## src/rtl/uart_rdata_sender.sv

```systemverilog
// Formats a captured 64-bit dump word (or 32-bit PC) as ASCII hex text and
// streams it byte-by-byte to the UART transmitter over valid/ready.
module uart_rdata_sender #(
  parameter bit         UPPER_HEX = 1'b1,
  parameter logic [7:0] SEP_CHAR  = 8'h20
) (
  input  logic        clk,
  input  logic        rst,
  input  logic        rdata_snd_start,
  input  logic [63:0] rdata_snd,
  input  logic        pc_print_sel,
  input  logic        abort,
  output logic [7:0]  tx_data,
  output logic        tx_valid,
  input  logic        tx_ready,
  output logic        flushing_wq,
  output logic        snd_busy
);

  typedef enum logic [1:0] {IDLE, SEND, DONE} state_t;

  state_t      state_q, state_d;
  logic [4:0]  char_idx_q, char_idx_d;
  logic [63:0] payload_q, payload_d;
  logic        mode_q, mode_d;

  logic [4:0]  last_idx;
  logic [4:0]  hi_idx;
  logic [2:0]  nib_pos;
  logic [2:0]  nib_sel;
  logic [31:0] word;
  logic [3:0]  nibble;
  logic [7:0]  hex_char;
  logic [7:0]  cur_char;

  function automatic logic [7:0] to_ascii(input logic [3:0] n);
    if (n < 4'd10)
      return 8'h30 + {4'h0, n};
    else
      return (UPPER_HEX ? 8'h41 : 8'h61) + {4'h0, n - 4'd10};
  endfunction

  // Characters 0-7 come from the low word; 9-16 (dump mode only) from the high word.
  always_comb begin
    hi_idx   = char_idx_q - 5'd9;
    nib_pos  = (char_idx_q < 5'd8) ? char_idx_q[2:0] : hi_idx[2:0];
    nib_sel  = 3'd7 - nib_pos;
    word     = (char_idx_q < 5'd8) ? payload_q[31:0] : payload_q[63:32];
    nibble   = word[{nib_sel, 2'b00} +: 4];
    hex_char = to_ascii(nibble);
    last_idx = mode_q ? 5'd9 : 5'd18;
  end

  always_comb begin
    cur_char = 8'h0A;
    if (char_idx_q < 5'd8) begin
      cur_char = hex_char;
    end else if (mode_q) begin
      cur_char = (char_idx_q == 5'd8) ? 8'h0D : 8'h0A;
    end else begin
      case (char_idx_q)
        5'd8:    cur_char = SEP_CHAR;
        5'd17:   cur_char = 8'h0D;
        5'd18:   cur_char = 8'h0A;
        default: cur_char = hex_char;
      endcase
    end
  end

  always_comb begin
    state_d    = state_q;
    char_idx_d = char_idx_q;
    payload_d  = payload_q;
    mode_d     = mode_q;
    case (state_q)
      IDLE: begin
        if (rdata_snd_start && !abort) begin
          state_d    = SEND;
          payload_d  = rdata_snd;
          mode_d     = pc_print_sel;
          char_idx_d = 5'd0;
        end
      end
      SEND: begin
        if (abort) begin
          state_d = IDLE;
        end else if (tx_ready) begin
          char_idx_d = char_idx_q + 5'd1;
          if (char_idx_q == last_idx)
            state_d = DONE;
        end
      end
      DONE: begin
        state_d = IDLE;
      end
      default: state_d = IDLE;
    endcase
  end

  always_ff @(posedge clk) begin
    if (rst) begin
      state_q    <= IDLE;
      char_idx_q <= 5'd0;
      payload_q  <= 64'd0;
      mode_q     <= 1'b0;
    end else begin
      state_q    <= state_d;
      char_idx_q <= char_idx_d;
      payload_q  <= payload_d;
      mode_q     <= mode_d;
    end
  end

  // Outputs decode registered state only, so tx_data cannot move under backpressure.
  assign tx_valid    = (state_q == SEND);
  assign tx_data     = tx_valid ? cur_char : 8'h00;
  assign flushing_wq = (state_q == DONE) && !abort;
  assign snd_busy    = (state_q != IDLE);

endmodule

```

## config.mk

```make
export PLATFORM = sky130hd
export DESIGN_NAME = uart_rdata_sender
export DESIGN_NICKNAME = d
export VERILOG_FILES = /design/src/rtl/uart_rdata_sender.sv
export SDC_FILE = /design/constraint.sdc
export NUM_CORES = 1
export LEC_CHECK = 0
export BUFFER_PORTS_ARGS = -buffer_cell sky130_fd_sc_hd__buf_2
export CELL_PAD_IN_SITES_DETAIL_PLACEMENT = 1
export CELL_PAD_IN_SITES_GLOBAL_PLACEMENT = 2
export CORE_MARGIN = 1.5
export CORE_UTILIZATION = 33
export CTS_CLUSTER_DIAMETER = 150
export DETAILED_ROUTE_END_ITERATION = 16
export PLACE_DENSITY_LB_ADDON = 0.12
export SYNTH_ARGS = -nofsm -noshare
export SYNTH_HDL_FRONTEND = slang
export SYNTH_SLANG_ARGS = --single-unit
export TNS_END_PERCENT = 10
```

## constraint.sdc

```tcl
create_clock -name clk -period 7.45 [get_ports clk]
set_input_delay 0.745 -clock clk [delete_from_list [all_inputs] [get_ports clk]]
set_output_delay 0.745 -clock clk [all_outputs]
set_load 0.01 [all_outputs]
```

==> impl_metrics.py <==
metrics = {
    "global_routing": {
        "grt_usage_pct": 18.1,
        "antenna_found_initial": 0,
        "grt_pass1_vias": 3396,
        "grt_pass1_wl_mm": 16.3,
        "grt_max_degree": 73,
        "overflow": 0,
    },
    "placed_design": {
        "pre_cts_ws_ns": 3.34,
        "dp.final_hpwl_mm": 7.02,
        "dpl.cell_count": 645,
        "gp_congestion": 0.730,
        "io_buffers": 79,
    },
    "power_and_ir_drop": {
        "internal_power_uw": 658,
        "power.switching_uw": 211,
        "switching_share_pct": 24.3,
        "total_power_uw": 868,
        "seqPwrFrac_pct": 47.3,
        "pwr_density_cell_mw_per_mm2": 202,
        "p_clk_share_pct": 41.8,
        "pwr-share-comb_pct": 10.9,
        "peakVddDrop_mv": 0.0829,
        "leakagePower_uw": 0.00168,
    },
    "final_layout": {
        "finalNetCount": 594,
        "multi_input_area_mm2": 0.00199,
        "register_area_mm2": 0.00144,
        "instances_no_fill": 661,
        "fill_cells": 1374,
        "diodes": 0,
        "final_core_util_pct": 40.0,
        "area_growth_pct": 18.9,
        "drive_gt1_share_pct": 23.2,
    },
    "timing": {
        "setup-violations-final": 0,
        "max_freq_mhz": 225,
        "post-route-period-util_pct": 59.7,
        "worstMarginPinSlew_ns": 0.768,
        "relSlewSlack_pct": 48.8,
        "fin_skew_ns": 0.00896,
        "setup_tns_ns": 0,
        "min_period_ns": 4.45,
        "rsz0062_at_grt": "no",
        "fin_ws_ns": 3.01,
        "finalMaxSlewViolations": 0,
        "finalHoldViolCount": 0,
    },
    "yosys": {
        "yosys_warnings": 0,
        "synth_top_area_share_pct": 39.8,
        "synth-edff-count": 0,
        "synth-seq-area-share_pct": 39.8,
        "synthTopCellsByCount": "nand2_1, a21oi_1, dfxtp_1",
        "synth_fp_nets": 534,
        "ys_ff_latch": 72,
        "synthArstFlopShare_pct": 0,
        "netlist_area_mm2": 0.00362,
        "synth.avg_cell_area_um2": 7.93,
        "ys_types": 51,
        "synth.most_common_cell": "nand2_1",
        "synth_area_leaders": "dfxtp_1, nand2_1, a21oi_1, mux4_2, mux2i_1",
        "syn_inst": 456,
        "synth_flop_cell": "dfxtp_1",
        "post-synth-top-area-cell": "dfxtp_1",
    },
    "cts": {
        "cts_resized": 0,
        "clk_latency_ns": 0.35,
        "h-tree-depth": 3,
        "cts_tree": "built",
        "clock_sinks": 72,
        "clkSlewWorstSetupHoldPaths_ns": 0.07,
        "cts_hold_buffers": 0,
        "post-cts-setup-buffers": 0,
        "numCtsBuffers": 9,
        "cts-root-buf": "clkbuf_8",
        "cts_buffer_depth": 2,
    },
    "floorplan": {
        "num_io_pins": 81,
        "initial_utilization_pct": 33.7,
        "row_count": 38,
        "coreArea_mm2": 0.0107,
        "dieArea_mm2": 0.0116,
        "die_x_um": 108,
        "die_h_um": 108,
    },
    "worst_setup_path": {
        "critical_path.top_delay_family": "adder cells",
        "r2r-end": "char_idx_q[3]",
        "path_max_fanout": 18,
        "cp_cell_sequence": "buf_4 -> inv_1 -> ha_1 -> mux2i_1 -> mux4_2 -> mux2i_1 -> inv_1 -> ha_1 -> xor2_1 -> a311oi_2 -> buf_2",
        "crit_path_top_delay_cell": "ha_1",
        "reg2reg_slack_ns": 5.31,
        "crit_path_end_kind": "output port",
        "ff2ff_path_depth": 7,
        "slowest_delay_ns": 0.72,
        "cp-start-kind": "flop",
        "required_ns": 6.70,
        "regToRegStartpoint": "state_q[0]",
        "crit_buf_inv": 4,
        "worstPathArrival_ns": 3.70,
        "crit_type": "flop to output port",
    },
    "run": {
        "cap_violations": 0,
    },
    "detailed_routing": {
        "wl_per_cell_um": 14.8,
        "dr.pass1.iters": 4,
        "via_per_inst": 4.96,
        "drtAntennaViolNets": 0,
        "drc": 0,
        "via_count": 3277,
        "wl_mm": 9.81,
        "drt_iter0_drc": 121,
    },
    "min_path": {
        "holdPathEnd": "payload_q[32]",
        "hold_path.class": "flop to flop",
        "whs_path_depth": 2,
        "worstHoldStart": "payload_q[32]",
    },
    "status": {
        "status": "completed",
    },
}
[area by class of cell]
cell class	count	area share [%]
tap	140	4.07
clock buffer	14	4.01
inverter	8	0.727
clock inverter	2	1.40
multi-input combinational	341	46.2
sequential	72	33.5
timing repair buffer	84	10.1
[kinds of logic (layout without fill, tap and decap cells)]
group / Yosys count / count (layout) / share of synthesized area (%)
multiplexers: 29 / 29 / 11.3
flip-flops: 72 / 72 / 39.8
buffers and inverters: 43 / 108 / 5.43
adder cells (fa/ha/maj): 8 / 8 / 2.77
XOR/XNOR: 7 / 7 / 1.69
other: 1 / 1 / 0.104
AND/OR/NAND/NOR: 194 / 194 / 22.3
AO/OA/AOI/OAI: 102 / 102 / 16.5
[worst reg2reg max path, delay by kind of cell (launching register included)]
family	cells	cell delay (ns)
AO/OA/AOI/OAI	2	0.43
AND/OR/NAND/NOR	3	0.55
XOR/XNOR	1	0.17
buffers and inverters	1	0.55
flip-flops	1	0.37
[state kept, by name, summed over array words and instances, names as in the netlist]
name,cells
payload_q,64
state_q,2
char_idx_q,5
mode_q,1
[cell usage in the layout (no fill, tap or decap), types with 6 or more instances in the layout]
cell	n
nand2_1	143
a21oi_1	75
buf_2	79
mux2i_1	17
dfxtp_1	72
nand3_1	6
mux4_2	9
ha_1	8
clkbuf_8	12
nor2_1	21
[stage by stage]
| step | area, um2 | hold slack, ns |
|---|---|---|
| final | 4300 | 0.453 |
| after floorplan | 3620 | 0.432 |
| after detailed placement | 4070 | 0.448 |
| after global routing | 4300 | 0.472 |
| after global placement | 4070 | 0.440 |
| after CTS | 4300 | 0.457 |
[metal layers]
| metal | vias to the layer above | wire length (um) | track usage (%) |
|---|---|---|---|
| li1 | 1662 | - | - |
| met1 | 1545 | 4830 | 23.4 |
| met2 | 58 | 4430 | 29.2 |
| met3 | 12 | 395 | 4.06 |
| met4 | 0 | 152 | 6.77 |
| met5 | - | 0 | 0 |
[power groups by stage]
stage                     clock, uW  combinational [uW]  sequential (uW)
after floorplan                   0                61.4              417
after global placement            0                94.1              420
after detailed placement          0                96.4              420
after CTS                       374                96.6              411
after global routing            388                 108              413
final                           363                94.3              411
[how the worst max path moves through the flow]
| stage | startpoint | end | depth (start not counted) |
|---|---|---|---|
| global route | char_idx_q[1] | tx_data[2] | 11 |
| finish | char_idx_q[1] | tx_data[2] | 11 |
| global placement | char_idx_q[1] | tx_data[2] | 11 |
| floorplan | char_idx_q[0] | tx_data[2] | 12 |
| CTS | char_idx_q[1] | tx_data[2] | 11 |
| detailed placement | char_idx_q[1] | tx_data[2] | 11 |
No activity file was read; power rests on OpenSTA's default activity.
